### src/rtl/wb_timer.sv
// wb_timer: Wishbone down-counting timer with prescaler, auto-reload/one-shot and level IRQ.
// Define WB_TIMER_CAPTURE_EN to add the synchronized capture input and CAPTURE register.
module wb_timer #(
  parameter int PRESC_WD = 16
) (
  input  logic        wb_clk_i,
  input  logic        wb_rst_i,
  input  logic        wb_cyc_i,
  input  logic        wb_stb_i,
  input  logic        wb_we_i,
  input  logic [31:0] wb_adr_i,
  input  logic [3:0]  wb_sel_i,
  input  logic [31:0] wb_dat_i,
  output logic [31:0] wb_dat_o,
  output logic        wb_ack_o,
  input  logic        capture_i,
  output logic        irq_o
);

  function automatic logic [31:0] lane_merge(input logic [31:0] old_v,
                                             input logic [31:0] new_v,
                                             input logic [3:0]  sel);
    logic [31:0] res;
    for (int i = 0; i < 4; i++) begin
      res[8*i +: 8] = sel[i] ? new_v[8*i +: 8] : old_v[8*i +: 8];
    end
    return res;
  endfunction

  logic                ack_r;
  logic [31:0]         dat_r;
  logic                en_r, auto_r, irq_en_r;
  logic [PRESC_WD-1:0] presc_r, presc_cnt_r;
  logic [31:0]         load_r, count_r;
  logic                pend_r;

  logic        accept_s, wr_s, tick_s, expire_s;
  logic        wr_ctrl_s, wr_load_s, wr_count_s, wr_status_s;
  logic [31:0] ctrl_rd_s, status_rd_s, ctrl_wr_s, rd_data_s;
  logic [31:0] capture_val_s;
  logic        cap_pend_s;
  logic        unused_bits_s;

  assign accept_s = wb_cyc_i & wb_stb_i & ~ack_r;
  assign wr_s     = accept_s & wb_we_i;
  assign tick_s   = en_r & (presc_cnt_r == presc_r);
  assign expire_s = tick_s & (count_r == 32'd0);
  assign unused_bits_s = ^{ctrl_wr_s[15:3], wb_adr_i[31:5], wb_adr_i[1:0]};

  // Register read mux and write strobe decode.
  always_comb begin
    ctrl_rd_s = 32'd0;
    ctrl_rd_s[16 +: PRESC_WD] = presc_r;
    ctrl_rd_s[2:0] = {irq_en_r, auto_r, en_r};
    status_rd_s = {30'd0, cap_pend_s, pend_r};
    ctrl_wr_s = lane_merge(ctrl_rd_s, wb_dat_i, wb_sel_i);
    rd_data_s   = 32'd0;
    wr_ctrl_s   = 1'b0;
    wr_load_s   = 1'b0;
    wr_count_s  = 1'b0;
    wr_status_s = 1'b0;
    case (wb_adr_i[4:2])
      3'd0: begin rd_data_s = ctrl_rd_s;     wr_ctrl_s   = wr_s; end
      3'd1: begin rd_data_s = load_r;        wr_load_s   = wr_s; end
      3'd2: begin rd_data_s = count_r;       wr_count_s  = wr_s; end
      3'd3: begin rd_data_s = status_rd_s;   wr_status_s = wr_s; end
      3'd4: begin rd_data_s = capture_val_s;                     end
      default: begin rd_data_s = 32'd0;                          end
    endcase
  end

  // Bus handshake, register file, prescaler and counter; bus writes win over hardware updates.
  always_ff @(posedge wb_clk_i or posedge wb_rst_i) begin
    if (wb_rst_i) begin
      ack_r       <= 1'b0;
      dat_r       <= 32'd0;
      en_r        <= 1'b0;
      auto_r      <= 1'b0;
      irq_en_r    <= 1'b0;
      presc_r     <= {PRESC_WD{1'b0}};
      presc_cnt_r <= {PRESC_WD{1'b0}};
      load_r      <= 32'd0;
      count_r     <= 32'd0;
      pend_r      <= 1'b0;
    end else begin
      ack_r <= accept_s;
      dat_r <= (accept_s && !wb_we_i) ? rd_data_s : 32'd0;

      if (!en_r || tick_s) presc_cnt_r <= {PRESC_WD{1'b0}};
      else                 presc_cnt_r <= presc_cnt_r + PRESC_WD'(1'b1);

      if (wr_ctrl_s) begin
        en_r     <= ctrl_wr_s[0];
        auto_r   <= ctrl_wr_s[1];
        irq_en_r <= ctrl_wr_s[2];
        presc_r  <= ctrl_wr_s[16 +: PRESC_WD];
      end else if (expire_s && !auto_r) begin
        en_r <= 1'b0;
      end

      if (wr_load_s) load_r <= lane_merge(load_r, wb_dat_i, wb_sel_i);

      if (wr_count_s) begin
        count_r <= lane_merge(count_r, wb_dat_i, wb_sel_i);
      end else if (tick_s) begin
        if (count_r != 32'd0) count_r <= count_r - 32'd1;
        else if (auto_r)      count_r <= load_r;
      end

      // Expiry wins over a simultaneous W1C.
      if (expire_s)                                       pend_r <= 1'b1;
      else if (wr_status_s && wb_sel_i[0] && wb_dat_i[0]) pend_r <= 1'b0;
    end
  end

`ifdef WB_TIMER_CAPTURE_EN
  logic        sync1_r, sync2_r, sync3_r, cap_edge_r;
  logic [31:0] capture_r;
  logic        cap_pend_r;

  // Capture input synchronizer, registered rising-edge detect and CAPTURE/STATUS[1] update.
  always_ff @(posedge wb_clk_i or posedge wb_rst_i) begin
    if (wb_rst_i) begin
      sync1_r    <= 1'b0;
      sync2_r    <= 1'b0;
      sync3_r    <= 1'b0;
      cap_edge_r <= 1'b0;
      capture_r  <= 32'd0;
      cap_pend_r <= 1'b0;
    end else begin
      sync1_r    <= capture_i;
      sync2_r    <= sync1_r;
      sync3_r    <= sync2_r;
      cap_edge_r <= sync2_r & ~sync3_r;
      if (cap_edge_r) capture_r <= count_r;
      if (cap_edge_r)                                     cap_pend_r <= 1'b1;
      else if (wr_status_s && wb_sel_i[0] && wb_dat_i[1]) cap_pend_r <= 1'b0;
    end
  end

  assign capture_val_s = capture_r;
  assign cap_pend_s    = cap_pend_r;
`else
  logic unused_capture_s;
  assign unused_capture_s = capture_i;
  assign capture_val_s    = 32'd0;
  assign cap_pend_s       = 1'b0;
`endif

  assign wb_ack_o = ack_r;
  assign wb_dat_o = dat_r;
  assign irq_o    = pend_r & irq_en_r;

endmodule

### config.mk
export PLATFORM = sky130hd
export DESIGN_NAME = wb_timer
export DESIGN_NICKNAME = d
export VERILOG_FILES = /design/src/rtl/wb_timer.sv
export SDC_FILE = /design/constraint.sdc
export NUM_CORES = 1
export LEC_CHECK = 0
export CAP_MARGIN = 0
export CORE_UTILIZATION = 25
export DETAILED_ROUTE_END_ITERATION = 10
export GPL_TIMING_DRIVEN = 0
export SYNTH_ARGS = -nofsm -noshare
export SYNTH_HDL_FRONTEND = slang
export SYNTH_SLANG_ARGS = --single-unit
### constraint.sdc
create_clock -name wb_clk_i -period 6.4 [get_ports wb_clk_i]
set_input_delay 0.64 -clock wb_clk_i [delete_from_list [all_inputs] [get_ports wb_clk_i]]
set_output_delay 0.64 -clock wb_clk_i [all_outputs]
set_load 0.01 [all_outputs]
==> results_dict.tcl, run 1 <==
set metrics [dict create \
    synth_area_mm2 0.006810 \
    maxSlewViolCount 0 \
    ys_async_sr_fraction_pct 100.0 \
    ctsLongestPathBuffers 2 \
    whs_path_depth 2 \
    place_area_mm2 0.008020 \
    cts_sinks 133 \
    dp_worst_setup_slack_ns 2.888 \
    regArea_mm2 0.003328 \
    nFillCells 2711 \
    dp_cells 1072 \
    cts_root_buffer "clkbuf_16" \
    worst_pin_slew_ns 1.128 \
    fmax_mhz 291.0 \
    dp_hpwl_mm 14.37 \
    antenna_found_initial 1 \
    holdPathEnd "load_r[0]" \
    cts.htree.levels 4 \
    dr_total_vias 5500 \
    gp_congestion 0.8611 \
    cts_setup_buffers 0 \
    die_x_um 167.1 \
    grt_setup_unrepaired "false" \
    io_pins 108 \
    synth_fp_nets 732 \
    yosysWarnings 0 \
    grt_max_degree 82 \
    die-area_mm2 0.02791 \
    cts_tree "yes" \
    via_per_inst 4.982 \
    syn_to_final_growth_pct 27.83 \
    r2r_end "count_r[31]" \
    finish.instance_area_mm2 0.008706 \
    holdBufCountCts 0 \
    worstHoldPathType "reg2reg" \
    min_period_ns 3.436 \
    cp_max_fo 10 \
    coreArea_mm2 0.02680 \
    worstSetupPathType "reg2reg" \
    cts_made_buffers 17 \
    status "completed" \
    layout-drive-gt1-share_pct 13.89 \
    ys_seq_elements 133 \
    drtAntennaViolNets 0 \
    r2r_slack_ns 2.96 \
    synth-seq-area-share_pct 48.87 \
    worstHoldStart "load_r[0]" \
    required_ns 6.68 \
    arrival_ns 3.72 \
    leakagePower_nw 3.684 \
    synth_edf_count 0 \
    stdcell_count 1104 \
    num_antenna_cells 0 \
    synth_area_leader_cell "dfrtp_1" \
    die_h_um 167.1 \
    finalCritPeriodShare_pct 53.69 \
    multi_input_area_mm2 0.003306 \
    endpoint_kind "flop" \
    finalNetCount 827 \
    drv_cap 0 \
    skew_ns 0.007993 \
    slew_headroom_pct 24.11 \
    path_clk_slew_ns 0.06 \
    wl_per_cell_um 18.13 \
    synth_top_area_share_pct 48.87 \
    grt_pass1_vias 5518 \
    setup_tns_ns 0 \
    io_buffer_count 75 \
    overflow 0 \
    start_util_pct 25.41 \
    drcViolationCount 0 \
    synth_cell_type_count 54 \
    synthCells 655 \
    timing.rr.start "count_r[14]" \
    first_iter_violations 362 \
    ir_worst_vdd_uv 160.8 \
    firstDrtPassIters 5 \
    rr_worst_depth 7 \
    finalHoldViolations 0 \
    cp-start-kind "flop" \
    synth_area_leaders "dfrtp_1 49%, mux2_2 8.6%, nor2_1 5.2%" \
    core.rowCount 60 \
    grt_pass1_wl_mm 32.11 \
    setup_ws_ns 2.964 \
    finalSetupViolations 0 \
    wl_mm 20.02 \
    worstSkewPairLatency_ns 0.43 \
    grt_usage_pct 15.15 \
    ys.flop_type "dfrtp_1" \
    p_per_area_mw_per_mm2 335.3 \
    syn_avg_cell_area_um2 10.40 \
    cts_resized 0 \
]
[flip-flops by register name, summed over array words and instances, names as in the netlist]
signal and flops:
count_r 32, load_r 32, wb_dat_o 32, presc_cnt_r 16, presc_r 16, auto_r 1
en_r 1, irq_en_r 1, pend_r 1, wb_ack_o 1
[cell usage after synthesis, drive strengths merged (3+ instances only)]
| library cell | n |
|---|---|
| a211o | 4 |
| a211oi | 4 |
| a21oi | 42 |
| a22oi | 14 |
| a31oi | 5 |
| and2 | 8 |
| and3 | 8 |
| buf | 7 |
| clkbuf | 29 |
| dfrtp | 133 |
| ha | 3 |
| inv | 8 |
| mux2 | 52 |
| mux2i | 30 |
| nand2 | 31 |
| nand2b | 4 |
| nand3 | 17 |
| nand4 | 8 |
| nor2 | 94 |
| nor2b | 3 |
| nor3 | 13 |
| nor3b | 3 |
| nor4 | 9 |
| o211ai | 4 |
| o21ai | 12 |
| o221a | 8 |
| o2bb2ai | 8 |
| o31ai | 3 |
| o41ai | 3 |
| or2 | 4 |
| or3 | 4 |
| or4 | 7 |
| xnor2 | 28 |
| xor2 | 25 |
[logic make-up (layout without fill, tap and decap cells)]
kind of cell,Yosys count,count (layout),share of synthesized area (%)
AND/OR/NAND/NOR,221,221,15.80
multiplexers,83,83,13.34
buffers and inverters,44,152,2.590
XOR/XNOR,53,53,6.816
adder cells (fa/ha/maj),3,3,0.5512
flip-flops,133,133,48.87
AO/OA/AOI/OAI,118,118,12.03
[worst max-delay path: stages (launching register included)]
cell and delay (ns):
dfrtp_1 0.46, nor3_1 0.52, nand4b_1 0.44, nor4_2 0.88, clkbuf_1 0.54, nor3_1 0.11
a221oi_1 0.23, a21oi_1 0.10
[how the worst max path moves through the flow]
stage	slack [ns]	to	start
CTS	3.00	count_r[31]	count_r[14]
global route	2.75	count_r[31]	count_r[14]
finish	2.96	count_r[31]	count_r[14]
detailed placement	2.89	count_r[14]	wb_adr_i[2]
global placement	0.0009	wb_dat_o[25]	wb_rst_i
floorplan	2.21	auto_r	wb_rst_i
[report_power, final]
group          leakage (nW)  switching [mW]  total (mW)  internal [mW]
Combinational          1.60           0.298       0.610          0.312
Clock                 0.326           0.390        1.16          0.767
Sequential             1.76           0.176        1.15          0.976
[layout by cell type, fill, tap and decap left out, types with 13 or more instances in the layout]
cell type | Yosys | final
dfrtp_1 | 133 | 133
nor2_1 | 94 | 94
clkdlybuf4s50_1 | 0 | 75
mux2_2 | 52 | 52
a21oi_1 | 42 | 42
nand2_1 | 31 | 31
clkbuf_1 | 29 | 30
mux2i_1 | 30 | 30
xnor2_1 | 28 | 28
xor2_1 | 25 | 25
nand3_1 | 17 | 17
clkbuf_16 | 0 | 17
a22oi_1 | 14 | 14
nor3_1 | 13 | 13
[layer usage]
| metal | share of wire [%] | routed length (um) | global-route usage [%] | vias up |
|---|---|---|---|---|
| met1 | 45 | 9036 | 20.16 | 2756 |
| met3 | 6.8 | 1368 | 3.874 | 34 |
| met5 | 0.065 | 13 | 0 | - |
| met2 | 46 | 9195 | 23.65 | 171 |
| li1 | - | - | - | 2537 |
| met4 | 2.0 | 405 | 5.515 | 2 |
[stage by stage]
step	util (%)	hold slack, ns	power (mW)
floorplan	-	0.4674	1.579
global placement	29.80	0.4914	1.750
detailed placement	29.93	0.4945	1.769
CTS	32.48	0.5082	2.933
global route	32.48	0.5582	3.070
finish	32.48	0.5094	2.919
[area by class of cell]
type	instances	share of cell area, %
Inverter	8	0.4024
Sequential cell	133	38.23
Clock buffer	18	4.930
Clock inverter	14	2.946
Multi-Input combinational cell	478	37.97
Tap cell	341	4.901
Buffer	36	1.682
Timing Repair Buffer	76	8.939
(Power assumes the default switching activity.)
==> run 2: changes to the inputs <==
Clock period 6.4 ns to 3 ns, I/O delays scaled along.
==> run 2 against run 1 <==
Compared with the run above:
- cell count increased by 1.4%
- clock-buffer cell count unchanged
- non-clock buffer count increased by 17
- sequential cell count unchanged
- global-route usage about the same
- register-to-register slack got worse by 2.9 ns
- die area unchanged
- wire length increased by 1.6%
==> results_dict.tcl, run 2 (synthesis results as in run 1) <==
set metrics [dict create \
    status "completed" \
    finalHoldViolations 0 \
    syn_to_final_growth_pct 31.32 \
    finalNetCount 844 \
    io_pins 108 \
    min_period_ns 2.956 \
    core.rowCount 60 \
    grt_pass1_wl_mm 32.14 \
    via_per_inst 4.954 \
    p_sw_mw 1.882 \
    die_x_um 167.1 \
    total_power_mw 6.192 \
    num_antenna_cells 0 \
    worst_hold_slack_ns 0.3559 \
    drcViolationCount 0 \
    finalSetupViolations 0 \
    required_ns 3.31 \
    antenna_found_initial 0 \
    drtAntennaViolNets 0 \
    cp-start-kind "flop" \
    dr_total_vias 5548 \
    cts_sinks 133 \
    leakagePower_nw 3.808 \
    ir_worst_vdd_uv 371.6 \
    fmax_mhz 338.3 \
    worstSkewPairLatency_ns 0.43 \
    dp_worst_setup_slack_ns -0.4120 \
    finish.instance_area_mm2 0.008944 \
    cts_root_buffer "clkbuf_16" \
    start_util_pct 25.41 \
    drv_cap 0 \
    worst_pin_slew_ns 0.8398 \
    cp_max_fo 6 \
    p_seq_share_pct 39.8 \
    worstHoldPathType "in2async" \
    dp_cells 1074 \
    cts_tree "yes" \
    final_common_cell "dfrtp_1" \
    grt_max_degree 42 \
    stdcell_count 1120 \
    finalCritPeriodShare_pct 98.54 \
    io_buffer_count 75 \
    maxSlewViolCount 0 \
    first_iter_violations 332 \
    place_area_mm2 0.008051 \
    combinationalPowerShare_pct 22.9 \
    overflow 0 \
    skew_ns 0.01186 \
    p_sw_share_pct 30.40 \
    slew_headroom_pct 44.01 \
    grt_setup_unrepaired "true" \
    grt_usage_pct 15.15 \
    wl_per_cell_um 18.15 \
    endpoint_kind "flop" \
    arrival_ns 3.27 \
    setup_tns_ns 0 \
    firstDrtPassIters 5 \
    ctsLongestPathBuffers 2 \
    worstSetupPathType "reg2reg" \
    path_clk_slew_ns 0.06 \
    layout-drive-gt1-share_pct 18.36 \
    p_per_area_mw_per_mm2 692.3 \
    grt_pass1_vias 5560 \
    setup_ws_ns 0.04393 \
    cts.htree.levels 4 \
    final_core_util_pct 33.37 \
    die-area_mm2 0.02791 \
    cts_made_buffers 17 \
    gp_congestion 0.8531 \
    wl_mm 20.33 \
    p_int_mw 4.309 \
    coreArea_mm2 0.02680 \
    die_h_um 167.1 \
    final_cell_mix "131 x dfrtp_1, 94 x nor2_1, 75 x clkdlybuf4s50_1, 52 x mux2_2, 41 x a21oi_1" \
    clkPwrFrac_pct 37.3 \
    dp_hpwl_mm 14.46 \
]
run 2: cell types whose count changed in the layout (fill, tap and decap cells not counted), moves of 3 or more:
cell	delta
buf_12	+3
clkbuf_1	-5
nand2_2	+3
buf_4	+9
buf_6	+8
clkbuf_2	+3
nand2_1	-4
run 2: timing repair:
action / 4_1_cts / 5_1_grt
pin swaps: 3 / 4
setup endpoints to repair: 34 / 43
hold buffers: 0 / 0
setup buffers: 12 / 4
resized for setup: 18 / 17
run 2: power groups by stage:
stage                     Combinational, mW  Sequential [mW]  Clock [mW]
after floorplan                        1.01             2.36           0
after global placement                 1.27             2.47           0
after detailed placement               1.30             2.48           0
after CTS                              1.37             2.44        2.34
after global routing                   1.59             2.51        2.43
final                                  1.42             2.46        2.31
run 2: final timing paths:
path / cells after the start / from / endpoint / slack (ns)
worst max-delay path: 7 / count_r[24] / count_r[1] / 0.04
worst min-delay path: 2 / wb_rst_i / presc_cnt_r[4] / 0.36
worst max register to register: 7 / count_r[24] / count_r[1] / 0.04
worst min register to register: 2 / load_r[0] / load_r[0] / 0.50
max in group asynchronous: 4 / wb_rst_i / load_r[10] / 1.76
min in group wb_clk_i: 3 / wb_sel_i[3] / count_r[24] / 0.39
run 2: critical path, stage by stage, from the launching register on:
cell       delay (ns)
dfrtp_2          0.41
or4_4            0.53
or4_4            0.44
or4_4            0.58
o2111ai_4        0.36
buf_6            0.15
nand2_2          0.08
o221a_2          0.29
run 2: layout make-up:
type / count / area [um^2]
fill: 2695 / 17860
multi-input combinational: 478 / 3386
sequential: 133 / 3331
timing repair buffer: 94 / 949.7
clock buffer: 18 / 439.2
tap: 341 / 426.7
clock inverter: 13 / 206.4
buffer: 35 / 171.4
inverter: 8 / 33.78
run 2: routing by layer:
layer / routed length, um / track usage (%) / share of wire (%) / vias to the layer above
met5: 0 / 0 / 0 / -
li1: - / - / - / 2585
met1: 9272 / 20.82 / 46 / 2782
met3: 1110 / 3.660 / 5.5 / 24
met2: 9672 / 23.58 / 48 / 157
met4: 278 / 4.227 / 1.4 / 0
